**config.mk**
```make
export PLATFORM = sky130hd
export DESIGN_NAME = ncc_window_sequencer_flat
export DESIGN_NICKNAME = d
export VERILOG_FILES = /design/src/rtl/ncc_window_sequencer_if.sv /design/src/rtl/ncc_window_sequencer.sv /design/src/flat_wrapper.sv
export SDC_FILE = /design/constraint.sdc
export NUM_CORES = 1
export LEC_CHECK = 0
export BUFFER_PORTS_ARGS = -buffer_cell sky130_fd_sc_hd__buf_2
export CAP_MARGIN = 30
export CELL_PAD_IN_SITES_DETAIL_PLACEMENT = 0
export CELL_PAD_IN_SITES_GLOBAL_PLACEMENT = 1
export CORE_ASPECT_RATIO = 0.75
export CORE_MARGIN = 4
export CORE_UTILIZATION = 38
export DETAILED_ROUTE_END_ITERATION = 7
export PLACE_DENSITY = 0.89
export SYNTH_ARGS = -nofsm -noshare
export SYNTH_HDL_FRONTEND = slang
export SYNTH_SLANG_ARGS = --single-unit
```
**constraint.sdc**
```tcl
create_clock -name CLK -period 6.5 [get_ports CLK]
set_clock_uncertainty 0.05 [all_clocks]
set_input_delay 0 -clock CLK [delete_from_list [all_inputs] [get_ports CLK]]
set_output_delay 0 -clock CLK [all_outputs]
set_load 0.01 [all_outputs]
```
**src/rtl/ncc_window_sequencer_if.sv**
```systemverilog
// Bundle of the sequencer's control, line, datapath and result signals.
// slave  : the sequencer side.
// master : the environment side, which covers the line source, the datapath and the normaliser.
// Handshakes: a transfer happens on a rising edge where valid and ready are both 1.
// valid must not depend on ready.
interface ncc_window_sequencer_if #(
  parameter int PIXEL_SIZE    = 8,
  parameter int LINE_SIZE     = 8,
  parameter int NUM_OF_LINES  = 8,
  parameter int NUM_TEMPLATES = 4
);
  localparam int ACC_W  = $clog2(NUM_OF_LINES) + $clog2(LINE_SIZE) + 2 * PIXEL_SIZE;
  localparam int LCNT_W = $clog2(NUM_OF_LINES + 1);

  logic                             start;
  logic                             line_valid;
  logic                             line_ready;
  logic                             acc_clear;
  logic                             acc_en;
  logic [ACC_W-1:0]                 acc_sum_I;
  logic [ACC_W-1:0]                 acc_sum_I_sq;
  logic [NUM_TEMPLATES*ACC_W-1:0]   acc_sum_TxI;
  logic                             res_valid;
  logic                             res_ready;
  logic [ACC_W-1:0]                 res_sum_I;
  logic [ACC_W-1:0]                 res_sum_I_sq;
  logic [NUM_TEMPLATES*ACC_W-1:0]   res_sum_TxI;
  logic [LCNT_W-1:0]                line_cnt;
  logic                             busy;

  modport slave (
    input  start, line_valid, acc_sum_I, acc_sum_I_sq, acc_sum_TxI, res_ready,
    output line_ready, acc_clear, acc_en, res_valid, res_sum_I, res_sum_I_sq,
           res_sum_TxI, line_cnt, busy
  );

  modport master (
    output start, line_valid, acc_sum_I, acc_sum_I_sq, acc_sum_TxI, res_ready,
    input  line_ready, acc_clear, acc_en, res_valid, res_sum_I, res_sum_I_sq,
           res_sum_TxI, line_cnt, busy
  );
endinterface

```
**src/rtl/ncc_window_sequencer.sv**
```systemverilog
// ncc_window_sequencer
// Runs one NCC accumulation window.
// Sequence: clear the datapath, accept NUM_OF_LINES lines, wait PIPE_LAT cycles
// for the pipeline to drain, capture the sums, then hold them until the
// normaliser takes them.
// Optional feature macro: NCC_SEQ_AUTORESTART_EN.
//   When defined, a result handshake goes straight to the next window's clear.
//   When undefined, the sequencer returns to IDLE and waits for start.
// dbg_state_o exposes the FSM state.
// Encoding: 0 IDLE, 1 CLEAR, 2 LOAD, 3 DRAIN, 4 HOLD.
module ncc_window_sequencer #(
  parameter int PIXEL_SIZE    = 8,
  parameter int LINE_SIZE     = 8,
  parameter int NUM_OF_LINES  = 8,
  parameter int NUM_TEMPLATES = 4,
  parameter int PIPE_LAT      = 2
) (
  input  logic                   CLK,
  input  logic                   reset,
  ncc_window_sequencer_if.slave  bus,
  output logic [2:0]             dbg_state_o
);
  localparam int ACC_W  = $clog2(NUM_OF_LINES) + $clog2(LINE_SIZE) + 2 * PIXEL_SIZE;
  localparam int LCNT_W = $clog2(NUM_OF_LINES + 1);
  localparam int DCNT_W = (PIPE_LAT > 1) ? $clog2(PIPE_LAT) : 1;
  localparam int TXI_W  = NUM_TEMPLATES * ACC_W;

  localparam logic [2:0] S_IDLE  = 3'd0;
  localparam logic [2:0] S_CLEAR = 3'd1;
  localparam logic [2:0] S_LOAD  = 3'd2;
  localparam logic [2:0] S_DRAIN = 3'd3;
  localparam logic [2:0] S_HOLD  = 3'd4;

  localparam logic [LCNT_W-1:0] LAST_LINE = LCNT_W'(NUM_OF_LINES - 1);
  localparam logic [LCNT_W-1:0] ALL_LINES = LCNT_W'(NUM_OF_LINES);
  localparam logic [DCNT_W-1:0] DRAIN_TOP = DCNT_W'(PIPE_LAT - 1);

  logic [2:0]        state_q, state_d;
  logic [LCNT_W-1:0] line_cnt_q, line_cnt_d;
  logic [DCNT_W-1:0] dcnt_q, dcnt_d;
  logic              res_valid_q, res_valid_d;
  logic [ACC_W-1:0]  res_i_q, res_i_d;
  logic [ACC_W-1:0]  res_sq_q, res_sq_d;
  logic [TXI_W-1:0]  res_txi_q, res_txi_d;
  logic              accept;

  // A line is taken only while loading; the source's valid is ignored elsewhere.
  assign accept = (state_q == S_LOAD) && bus.line_valid;

  // The next state is computed here, together with the counters and the result capture.
  always_comb begin
    state_d     = state_q;
    line_cnt_d  = line_cnt_q;
    dcnt_d      = dcnt_q;
    res_valid_d = res_valid_q;
    res_i_d     = res_i_q;
    res_sq_d    = res_sq_q;
    res_txi_d   = res_txi_q;
    case (state_q)
      S_IDLE: begin
        if (bus.start) state_d = S_CLEAR;
      end
      S_CLEAR: begin
        line_cnt_d = '0;
        state_d    = S_LOAD;
      end
      S_LOAD: begin
        if (accept) begin
          if (line_cnt_q == LAST_LINE) begin
            line_cnt_d = ALL_LINES;
            dcnt_d     = DRAIN_TOP;
            state_d    = S_DRAIN;
          end else begin
            line_cnt_d = line_cnt_q + 1'b1;
          end
        end
      end
      S_DRAIN: begin
        if (dcnt_q != '0) begin
          dcnt_d = dcnt_q - 1'b1;
        end else begin
          // The last line's contribution is now visible on acc_*.
          res_i_d     = bus.acc_sum_I;
          res_sq_d    = bus.acc_sum_I_sq;
          res_txi_d   = bus.acc_sum_TxI;
          res_valid_d = 1'b1;
          state_d     = S_HOLD;
        end
      end
      S_HOLD: begin
        if (bus.res_ready) begin
          res_valid_d = 1'b0;
`ifdef NCC_SEQ_AUTORESTART_EN
          state_d     = S_CLEAR;
`else
          state_d     = S_IDLE;
`endif
        end
      end
      default: begin
        state_d = S_IDLE;
      end
    endcase
  end

  // State registers. Reset abandons any window in progress and clears the held results.
  always_ff @(posedge CLK or posedge reset) begin
    if (reset) begin
      state_q     <= S_IDLE;
      line_cnt_q  <= '0;
      dcnt_q      <= '0;
      res_valid_q <= 1'b0;
      res_i_q     <= '0;
      res_sq_q    <= '0;
      res_txi_q   <= '0;
    end else begin
      state_q     <= state_d;
      line_cnt_q  <= line_cnt_d;
      dcnt_q      <= dcnt_d;
      res_valid_q <= res_valid_d;
      res_i_q     <= res_i_d;
      res_sq_q    <= res_sq_d;
      res_txi_q   <= res_txi_d;
    end
  end

  // Outputs are decoded from the registered state, so they all read 0 while in reset.
  always_comb begin
    bus.line_ready   = (state_q == S_LOAD);
    bus.acc_en       = accept;
    bus.acc_clear    = (state_q == S_CLEAR);
    bus.busy         = (state_q != S_IDLE);
    bus.res_valid    = res_valid_q;
    bus.res_sum_I    = res_i_q;
    bus.res_sum_I_sq = res_sq_q;
    bus.res_sum_TxI  = res_txi_q;
    bus.line_cnt     = line_cnt_q;
    dbg_state_o      = state_q;
  end
endmodule

```
**src/flat_wrapper.sv**
```systemverilog
// flat-port wrapper written by rule: the top's interface ports become plain ports
module ncc_window_sequencer_flat 
#(
  parameter int PIXEL_SIZE    = 8,
  parameter int LINE_SIZE     = 8,
  parameter int NUM_OF_LINES  = 8,
  parameter int NUM_TEMPLATES = 4,
  parameter int PIPE_LAT      = 2
)
  (CLK, reset, dbg_state_o, bus_start, bus_line_valid, bus_acc_sum_I, bus_acc_sum_I_sq, bus_acc_sum_TxI, bus_res_ready, bus_line_ready, bus_acc_clear, bus_acc_en, bus_res_valid, bus_res_sum_I, bus_res_sum_I_sq, bus_res_sum_TxI, bus_line_cnt, bus_busy);
  ncc_window_sequencer_if #(.PIXEL_SIZE(PIXEL_SIZE), .LINE_SIZE(LINE_SIZE), .NUM_OF_LINES(NUM_OF_LINES), .NUM_TEMPLATES(NUM_TEMPLATES)) bus_i ();
  input  logic CLK;
  input  logic reset;
  output logic [2:0] dbg_state_o;
  input wire logic [$bits(bus_i.start)-1:0] bus_start;
  input wire logic [$bits(bus_i.line_valid)-1:0] bus_line_valid;
  input wire logic [$bits(bus_i.acc_sum_I)-1:0] bus_acc_sum_I;
  input wire logic [$bits(bus_i.acc_sum_I_sq)-1:0] bus_acc_sum_I_sq;
  input wire logic [$bits(bus_i.acc_sum_TxI)-1:0] bus_acc_sum_TxI;
  input wire logic [$bits(bus_i.res_ready)-1:0] bus_res_ready;
  output wire logic [$bits(bus_i.line_ready)-1:0] bus_line_ready;
  output wire logic [$bits(bus_i.acc_clear)-1:0] bus_acc_clear;
  output wire logic [$bits(bus_i.acc_en)-1:0] bus_acc_en;
  output wire logic [$bits(bus_i.res_valid)-1:0] bus_res_valid;
  output wire logic [$bits(bus_i.res_sum_I)-1:0] bus_res_sum_I;
  output wire logic [$bits(bus_i.res_sum_I_sq)-1:0] bus_res_sum_I_sq;
  output wire logic [$bits(bus_i.res_sum_TxI)-1:0] bus_res_sum_TxI;
  output wire logic [$bits(bus_i.line_cnt)-1:0] bus_line_cnt;
  output wire logic [$bits(bus_i.busy)-1:0] bus_busy;
  assign bus_i.start = bus_start;
  assign bus_i.line_valid = bus_line_valid;
  assign bus_i.acc_sum_I = bus_acc_sum_I;
  assign bus_i.acc_sum_I_sq = bus_acc_sum_I_sq;
  assign bus_i.acc_sum_TxI = bus_acc_sum_TxI;
  assign bus_i.res_ready = bus_res_ready;
  assign bus_line_ready = bus_i.line_ready;
  assign bus_acc_clear = bus_i.acc_clear;
  assign bus_acc_en = bus_i.acc_en;
  assign bus_res_valid = bus_i.res_valid;
  assign bus_res_sum_I = bus_i.res_sum_I;
  assign bus_res_sum_I_sq = bus_i.res_sum_I_sq;
  assign bus_res_sum_TxI = bus_i.res_sum_TxI;
  assign bus_line_cnt = bus_i.line_cnt;
  assign bus_busy = bus_i.busy;
  ncc_window_sequencer #(.PIXEL_SIZE(PIXEL_SIZE), .LINE_SIZE(LINE_SIZE), .NUM_OF_LINES(NUM_OF_LINES), .NUM_TEMPLATES(NUM_TEMPLATES), .PIPE_LAT(PIPE_LAT)) u_core (.CLK(CLK), .reset(reset), .bus(bus_i), .dbg_state_o(dbg_state_o));
endmodule
```
==> metrics.cfg, run 1 <==
[power_and_ir_drop]
p_per_area_nw_per_um2 = 469
power.internal_mw = 2.85
p_total_mw = 4.22
sw_frac_of_total_pct = 32.5
power_switching_mw = 1.37
pwr-share-comb_pct = 37.5
seqPwrFrac_pct = 37.5
pwr-share-clk_pct = 25.0
vdd_drop_max_mv = 0.254
p_leak_nw = 4.38

[floorplanning]
ios = 281
fp.dieW_um = 146
coreArea_um2 = 13900
die_h_um = 112
die-area_um2 = 16400
start_util_pct = 39.3
rows = 37

[placed_design]
place_congestion = 0.754
placed_cell_area_um2 = 6940
dp.cells = 772
port_buffers = 280
hpwlAfterDp_mm = 10.2

[global_route]
grt_overflow_total = 0
grt_pass1_vias = 4903
busiest_layer = met2
grt_max_degree = 78
grtUsageTotal_pct = 20.1
met2_usage_pct = 36.1
met1_usage_pct = 21.3
antenna_found_initial = 1
use_met3_pct = 7.08
grt_pass1_wl_mm = 26.1

[worst_setup_path]
crit_type = reg2reg
critPathMaxStageDelay_ps = 550
cp.required_ps = 6740
cp_slowest_cell = dfrtp_1
crit_fanout = 77
critPathBufInv = 3
cp_data_arrival_time_ps = 2790
cpMostUsedCell = buf_4
worstPathCellList = nor4bb_4 > buf_4 > buf_4 > buf_16 > mux2_1
critPathTopFamily = buffers and inverters
critPathCaptureType = flop
cp-start-kind = flop

[sta]
finalCritPeriodShare_pct = 39.4
finalSetupTns_ps = 0
fin_hold_ws_ps = 186
finalWorstPathRequiredPeriod_ps = 2560
rsz0062_at_grt = no
slew_headroom_pct = 30.4
hold_violations = 0
fmax_mhz = 391
setup_viol = 0
worst_pin_slew_ps = 1030
slew_viol_final = 0

[logic_synthesis]
ys_warn_count = 0
synth_cell_types = 31
synthCells = 332
synthTopCellsByArea = dfrtp_1 65%, mux2_1 14%, mux2_2 13%, buf_8 2.2%, buf_4 0.82%
synth_nets = 470
synth_top_cell_area_share_pct = 64.6
avgSynthCellArea_um2 = 16.4
ys_ff_latch = 141
syn_area_um2 = 5460
synth_largest_area_cell = dfrtp_1
ys_seq_area_share_pct = 64.6

[cells_and_area]
nets = 892
drive_above_1_share_pct = 49.7
finish.instance_area_um2 = 8990
area_growth_pct = 64.7
stdcell_count = 943
n_fill_cell = 986

[clock_network]
clkSlewWorstSetupHoldPaths_ps = 60
ctsHoldBuffers = 137
root_buffer = clkbuf_16
clk_latency_ps = 410
post_cts_buffers = 0
max-clock-path-buffers = 2
cts_buffers = 17
cts_resized = 0
cts_tree = built
cts_sinks = 141
htree_num_levels = 4

[outcome]
status = complete, no violations

[routing]
drt_iter0_drc = 153
first_pass_iters = 4
drc = 0
ant_nets = 0
vias = 4422
vias_per_cell = 4.69
wl_per_cell_um = 17.2
routed_wl_mm = 16.2

[min_path]
hold_path.class = in2async

[flow_run]
drv_cap = 0

==> path summary, 6_finish.rpt <==
kind | start | end | slack (ps) | cells after the start
min in group CLK | bus_acc_sum_I_sq[13] | u_core.bus.res_sum_I_sq[13] | 290 | 3
worst min-delay path | reset | u_core.bus.res_sum_TxI[3] | 190 | 3
max in group asynchronous | reset | u_core.bus.res_sum_I_sq[1] | 4880 | 4
worst max register to register | u_core.dbg_state_o[1] | u_core.bus.res_sum_I_sq[5] | 3940 | 5
worst max-delay path | u_core.dbg_state_o[1] | u_core.bus.res_sum_I_sq[5] | 3940 | 5
worst min register to register | u_core.bus.res_sum_TxI[2] | u_core.bus.res_sum_TxI[2] | 430 | 1
==> registers in the layout (all words and copies together), names as in the netlist <==
signal / flops
u_core.bus.res_sum_TxI: 88
u_core.bus.res_sum_I_sq: 22
u_core.bus.res_valid: 1
u_core.dcnt_q: 1
u_core.dbg_state_o: 3
u_core.bus.res_sum_I: 22
u_core.bus.line_cnt: 4
==> cell usage in the layout (no fill, tap or decap), types with 2 or more instances in the layout <==
| master | netlist | routed |
|---|---|---|
| a211oi_1 | 2 | 2 |
| a31oi_1 | 2 | 2 |
| and3b_1 | 2 | 2 |
| buf_2 | 4 | 280 |
| buf_4 | 6 | 4 |
| bufinv_16 | 0 | 5 |
| clkbuf_1 | 1 | 2 |
| clkbuf_16 | 0 | 17 |
| clkbuf_8 | 0 | 2 |
| clkinv_2 | 0 | 3 |
| clkinvlp_4 | 0 | 2 |
| dfrtp_1 | 141 | 141 |
| dlygate4sd3_1 | 0 | 137 |
| inv_1 | 3 | 2 |
| mux2_1 | 69 | 69 |
| mux2_2 | 63 | 63 |
| nand2_1 | 4 | 4 |
| nand3_1 | 2 | 2 |
| nor2_1 | 4 | 4 |
| nor3b_1 | 3 | 3 |
| o21ai_0 | 2 | 2 |
==> cell families (layout without fill, tap and decap cells) <==
| group | after synthesis | in the layout | share of synthesized area, % |
|---|---|---|---|
| mux | 132 | 132 | 27.2 |
| fa+ha+maj | 1 | 1 | 0.229 |
| other cells | 0 | 1 | 0 |
| flops | 141 | 141 | 64.6 |
| compound gates | 13 | 13 | 1.65 |
| buf+inv | 22 | 457 | 3.67 |
| simple gates | 23 | 23 | 2.61 |
==> through the flow <==
step                      util (%)  setup WS (ps)
after floorplan                  -           2670
after global placement        50.0           3770
after detailed placement      50.0           3640
after CTS                     64.5           3630
after global routing          64.7           3820
final                         64.7           3940
==> cell usage after synthesis <==
cell type / n
or4_1: 1
a21oi_1: 1
o21a_1: 1
nand2_1: 4
clkbuf_1: 1
buf_8: 8
nand4b_1: 1
a31oi_1: 2
o211ai_1: 1
inv_1: 3
nor3_1: 1
and3b_1: 2
o21ai_0: 2
a21o_1: 1
nand2b_1: 1
mux2_1: 69
mux2_2: 63
dfrtp_1: 141
a211oi_1: 2
nor3b_1: 3
a31o_2: 1
nor4bb_1: 2
buf_4: 6
nand3_1: 2
and4_1: 1
ha_1: 1
o31ai_1: 1
buf_2: 4
a22o_1: 1
nor2_1: 4
nor2b_1: 1
==> routing by layer <==
layer	vias to the layer above	wire [um]
li1	2026	-
met1	2160	6020
met2	193	8460
met3	43	1250
met4	0	467
met5	-	0
==> power groups by stage <==
stage / Combinational, mW / Clock [mW] / Sequential (mW)
2_1_floorplan: 0.702 / 0 / 1.76
3_3_place_gp: 1.46 / 0 / 1.55
3_5_place_dp: 1.51 / 0 / 1.58
4_1_cts: 1.58 / 1.08 / 1.57
5_1_grt: 1.71 / 1.12 / 1.64
6_report: 1.58 / 1.06 / 1.58
==> area by class of cell <==
type / count / area, um2 / area share [%]
flip-flops and latches: 141 / 3530 / 39.2
repair buffers: 422 / 2830 / 31.5
multi-input cells: 169 / 1750 / 19.4
clock buffers: 21 / 460 / 5.12
well taps: 175 / 219 / 2.43
clock inverters: 11 / 189 / 2.10
inverters: 3 / 16.3 / 0.181
diodes: 1 / 2.50 / 0.0278
==> tightest hold or removal path: cells and delay by family <==
| family | cells | cell delay, ps |
|---|---|---|
| buf+inv | 3 | 1130 |
(Power assumes the default switching activity.)
==> run 2, diff against run 1 <==
- CORE_UTILIZATION: 38 -> 32
- PLACE_DENSITY: 0.89 -> 0.8
- clock period: 6.5 -> 2.25 ns (I/O delays scaled with it)
==> metrics.cfg, run 2 (synthesis gave the netlist of run 1 again) <==
[floorplanning]
start_util_pct = 32.6  ; -6.8 points
rows = 41  ; +11%
coreArea_um2 = 16800  ; +21%
die-area_um2 = 19200  ; +18%
fp.dieW_um = 159  ; +8.5%
ios = 281  ; unchanged
die_h_um = 121  ; +8.3%

[clock_network]
cts_tree = built
clk_latency_ps = 400  ; about the same
cts_buffers = 17  ; unchanged
cts_sinks = 141  ; unchanged
max-clock-path-buffers = 2  ; unchanged
clkSlewWorstSetupHoldPaths_ps = 60  ; about the same
cts_resized = 0  ; unchanged
root_buffer = clkbuf_16
htree_num_levels = 4  ; unchanged

[routing]
vias = 4357  ; -1.5%
met2_length_mm = 7.96  ; -5.9%
ant_nets = 0  ; unchanged
met3_length_mm = 1.09  ; -13%
vias_per_cell = 4.41  ; -5.9%
drt_iter0_drc = 214  ; +40%
maxUsedRoutingLayer = met4
first_pass_iters = 5  ; +1
wl_per_cell_um = 15.5  ; -9.5%
wl_met1_mm = 6.00  ; -0.20%
routed_wl_mm = 15.3  ; -5.3%
drc = 0  ; unchanged

[sta]
hold_violations = 0  ; unchanged
fmax_mhz = 508  ; +30%
setup_viol = 0  ; unchanged
slew_viol_final = 0  ; unchanged
worst_pin_slew_ps = 746  ; -285 ps
rsz0062_at_grt = no
finalWorstPathRequiredPeriod_ps = 1970  ; -592 ps
finalSetupTns_ps = 0  ; unchanged
finalCritPeriodShare_pct = 87.4  ; +48 points
slew_headroom_pct = 50.3  ; +20 points

[global_route]
grt_overflow_total = 0  ; unchanged
grtUsageTotal_pct = 16.3  ; -3.8 points
grt_pass1_vias = 4911  ; +0.16%
grt_max_degree = 142  ; +82%
grt_pass1_wl_mm = 25.4  ; -2.7%
antenna_found_initial = 0  ; -1

[min_path]
hold_path.class = in2reg

[cells_and_area]
n_antenna_cell = 0  ; -1
final_common_cell = buf_2
finish.instance_area_um2 = 9020  ; +0.33%
area_growth_pct = 65.2
nets = 897  ; +0.56%
largest_reg_flops = 88  ; unchanged
drive_above_1_share_pct = 50.0  ; +0.33 points
final_cell_mix = 280 x buf_2, 141 x dfrtp_1, 137 x dlygate4sd3_1, 69 x mux2_1, 63 x mux2_2

[worst_setup_path]
cp_data_arrival_time_ps = 2210  ; -580 ps
cp-start-kind = flop
critPathCaptureType = flop
crit_type = reg2reg
cp.required_ps = 2490  ; -4250 ps
crit_fanout = 35  ; -55%

[power_and_ir_drop]
p_total_mw = 11.9  ; +180%
p_leak_nw = 4.38  ; about the same
p_per_area_nw_per_um2 = 1320  ; +180%
vdd_drop_max_mv = 0.589  ; +130%

[flow_run]
drv_cap = 0  ; unchanged

[placed_design]
port_buffers = 280  ; unchanged
hpwlAfterDp_mm = 9.88  ; -2.7%
placed_cell_area_um2 = 7070  ; +1.9%
place_congestion = 0.752  ; -0.32%

[outcome]
status = complete, no violations

-- run 2: changes by cell type in the layout (fill, tap and decap cells not counted), sizes merged --
cell,previous run,this run
diode,1,0
clkinv,4,7
bufinv,5,2
inv,3,2
buf,285,290
clkinvlp,2,3
-- run 2: report_power, final --
part | internal (mW) | switching [mW] | total [mW]
Clock | 1.68 | 1.03 | 2.72
Combinational | 2.42 | 2.20 | 4.63
Sequential | 3.83 | 0.700 | 4.53
-- run 2: worst max-delay path, cell delays in order, from the launching register on --
cell and delay, ps:
dfrtp_1 530, nor4bb_4 440, buf_4 230, buf_12 220, mux2_2 370
-- run 2: area by class of cell --
class / count / area [um2]
Timing Repair Buffer: 427 / 2890
Multi-Input combinational cell: 169 / 1750
Sequential cell: 141 / 3530
Fill cell: 1354 / 7750
Clock buffer: 21 / 460
Clock inverter: 11 / 118
Tap cell: 215 / 269
Inverter: 3 / 15.0
-- run 2: what timing repair did --
item	4_1_cts	5_1_grt
hold buffers	137	0
buffers inserted	0	0
hold endpoints to repair	277	0
-- run 2: metrics by stage --
stage | hold slack (ps) | util, % | setup slack, ps | std cells
floorplan | 84.7 | - | 437 | 332
detailed placement | 170 | 42.2 | 250 | 818
global route | 287 | 53.8 | 161 | 987
CTS | 266 | 53.8 | 253 | 987
global placement | 165 | 42.2 | 360 | 818
finish | 286 | 53.8 | 283 | 987
-- run 2: layer usage --
metal | GRT usage [%] | vias up
li1 | - | 2033
met1 | 18.1 | 2128
met2 | 29.0 | 170
met3 | 6.25 | 26
met4 | 5.53 | 0
met5 | 0 | -
-- run 2: final timing paths --
check | slack, ps | depth (start not counted) | startpoint | end
max in group asynchronous | 1270 | 4 | reset | u_core.bus.res_sum_TxI[72]
min | 290 | 3 | bus_acc_sum_I_sq[10] | u_core.bus.res_sum_I_sq[10]
max reg2reg | 280 | 4 | u_core.dbg_state_o[2] | u_core.bus.res_sum_TxI[56]
min reg2reg | 430 | 1 | u_core.bus.res_sum_TxI[27] | u_core.bus.res_sum_TxI[27]
min in group asynchronous | 320 | 4 | reset | u_core.bus.res_sum_TxI[83]
max | 280 | 4 | u_core.dbg_state_o[2] | u_core.bus.res_sum_TxI[56]
==> run 3, diff against run 2 <==
- CORE_UTILIZATION: 32 -> 35
- CTS_BUF_LIST: not set -> sky130_fd_sc_hd__clkbuf_4 sky130_fd_sc_hd__clkbuf_8 sky130_fd_sc_hd__clkbuf_16
- PLACE_DENSITY: 0.8 -> 0.83
- clock period: 2.25 -> 1.9 ns (I/O delays scaled with it)
==> metrics.cfg, run 3 (synthesis gave the netlist of run 1 again) <==
[outcome]
status = complete, no violations

[sta]
rsz0062_at_grt = no
setup_ws_ps = 120  ; -163 ps
finalCritPeriodShare_pct = 93.7  ; +6.3 points
slew_viol_final = 0  ; unchanged
slew_headroom_pct = 51.7  ; +1.4 points
setup_viol = 0  ; unchanged
hold_violations = 0  ; unchanged
fmax_mhz = 562  ; +10%
finalWorstPathRequiredPeriod_ps = 1780  ; -187 ps
worst_pin_slew_ps = 725  ; -20.8 ps
finalSetupTns_ps = 0  ; unchanged

[global_route]
grt_max_degree = 142  ; unchanged
grtUsageTotal_pct = 18.0  ; +1.6 points
grt_pass1_vias = 5020  ; +2.2%
grt_overflow_total = 0  ; unchanged
busiest_layer = met2
use_met3_pct = 5.96  ; -0.28 points
grt_pass1_wl_mm = 25.4  ; +0.11%
antenna_found_initial = 0  ; unchanged
met1_usage_pct = 19.2  ; +1.1 points
met2_usage_pct = 33.4  ; +4.4 points

[cells_and_area]
area_growth_pct = 66.7
nets = 900  ; +0.33%
largest_reg_flops = 88  ; unchanged
seq_area_um2 = 3530  ; about the same
multi_input_area_um2 = 1760  ; +0.64%
n_fill_cell = 1183  ; -13%
final_common_cell = buf_2
drive_above_1_share_pct = 51.0  ; +0.97 points
final_cell_mix = 280 x buf_2, 140 x dfrtp_1, 137 x dlygate4sd3_1, 69 x mux2_1, 63 x mux2_2
final_util_pct = 59.6  ; +5.8 points

[worst_setup_path]
cp-start-kind = flop
crit_type = reg2reg
cp_data_arrival_time_ps = 2010  ; -200 ps
cp_slowest_cell = dfrtp_1
cp.required_ps = 2130  ; -360 ps
critPathBufInv = 2  ; unchanged
critPathMaxStageDelay_ps = 450  ; -80 ps
worstPathCellList = nor4bb_4 > buf_4 > buf_12 > mux2_2
critPathTopFamily = flip-flops
crit_fanout = 44  ; +26%
critPathCaptureType = flop

[placed_design]
post-place-ws_ps = 137  ; -113 ps
port_buffers = 280  ; unchanged
hpwlAfterDp_mm = 10.1  ; +1.9%
place_congestion = 0.783  ; +4.1%

[clock_network]
cts_tree = built
clk_latency_ps = 400  ; about the same
cts_buffers = 17  ; unchanged
clkSlewWorstSetupHoldPaths_ps = 60  ; about the same
cts_sinks = 141  ; unchanged
root_buffer = clkbuf_16
htree_num_levels = 4  ; unchanged
max-clock-path-buffers = 2  ; unchanged

[routing]
first_pass_iters = 4  ; -1
wl_per_cell_um = 15.8  ; +1.6%
vias_per_cell = 4.44  ; +0.61%
drt_iter0_drc = 141  ; -34%
vias = 4357  ; unchanged
routed_wl_mm = 15.5  ; +0.98%
ant_nets = 0  ; unchanged
drc = 0  ; unchanged

[floorplanning]
fp.dieW_um = 152  ; -4.2%
ios = 281  ; unchanged
die_h_um = 116  ; -4.1%
start_util_pct = 35.7  ; +3.2 points
rows = 39  ; -4.9%
coreArea_um2 = 15300  ; -9.0%
die-area_um2 = 17700  ; -8.1%

[power_and_ir_drop]
vdd_drop_max_mv = 0.688  ; +17%
p_leak_nw = 4.42  ; +1.0%
p_per_area_nw_per_um2 = 1590  ; +21%

[min_path]
hold_path.class = in2reg

[flow_run]
drv_cap = 0  ; unchanged

[run 3: worst register-to-register path, delay by kind of cell (launching register included)]
family / cells / cell delay, ps
buffers and inverters: 2 / 420
flip-flops: 1 / 450
multiplexers: 1 / 410
AND/OR/NAND/NOR: 1 / 330
[run 3: area by class of cell]
| type | count | area share (%) |
|---|---|---|
| antenna | 1 | 0.0275 |
| clock buffer | 19 | 4.91 |
| clock inverter | 13 | 2.06 |
| inverter | 3 | 0.165 |
| multi-input combinational | 169 | 19.3 |
| sequential | 141 | 38.8 |
| tap | 205 | 2.82 |
| timing repair buffer | 430 | 31.9 |
[run 3: timing repair]
| item | 4_1_cts | 5_1_grt |
|---|---|---|
| hold endpoints to repair | 277 | 0 |
| setup buffers | 0 | 1 |
| endpoints found under the setup margin | 0 | 2 |
| hold buffers | 137 | 0 |
| resized for setup | 0 | 4 |
[run 3: worst paths after layout]
kind                       slack [ps]                          end                      start  depth (start not counted)
max                               120   u_core.bus.res_sum_TxI[56]              u_core.dcnt_q                          4
min                               300   u_core.bus.res_sum_TxI[17]        bus_acc_sum_TxI[17]                          3
max reg2reg                       120   u_core.bus.res_sum_TxI[56]              u_core.dcnt_q                          4
min reg2reg                       430    u_core.bus.res_sum_TxI[7]  u_core.bus.res_sum_TxI[7]                          1
max in group asynchronous         930  u_core.bus.res_sum_I_sq[17]                      reset                          4
min in group asynchronous         340   u_core.bus.res_sum_TxI[80]                      reset                          4
[run 3: where the power goes]
part | leakage, nW | internal [mW] | switching, mW | total [mW]
combinational | 2.42 | 2.92 | 2.70 | 5.62
sequential | 1.69 | 4.54 | 0.775 | 5.32
clock | 0.316 | 2.26 | 1.25 | 3.51
total | 4.42 | 9.72 | 4.73 | 14.4
[run 3: per-stage QoR]
stage | total power, mW | hold slack, ps | area [um2] | instances
after floorplan | 8.42 | 84.7 | 5460 | 332
after global placement | 10.5 | 165 | 7080 | 810
after detailed placement | 10.7 | 172 | 7080 | 810
after CTS | 14.6 | 270 | 9080 | 979
after global routing | 15.4 | 286 | 9100 | 980
final | 14.4 | 301 | 9100 | 981
[run 3: per-layer routing]
metal | part of all wire, % | up-vias
li1 | - | 2049
met1 | 38 | 2122
met2 | 54 | 161
met3 | 6.2 | 25
met4 | 1.8 | 0
met5 | 0 | -
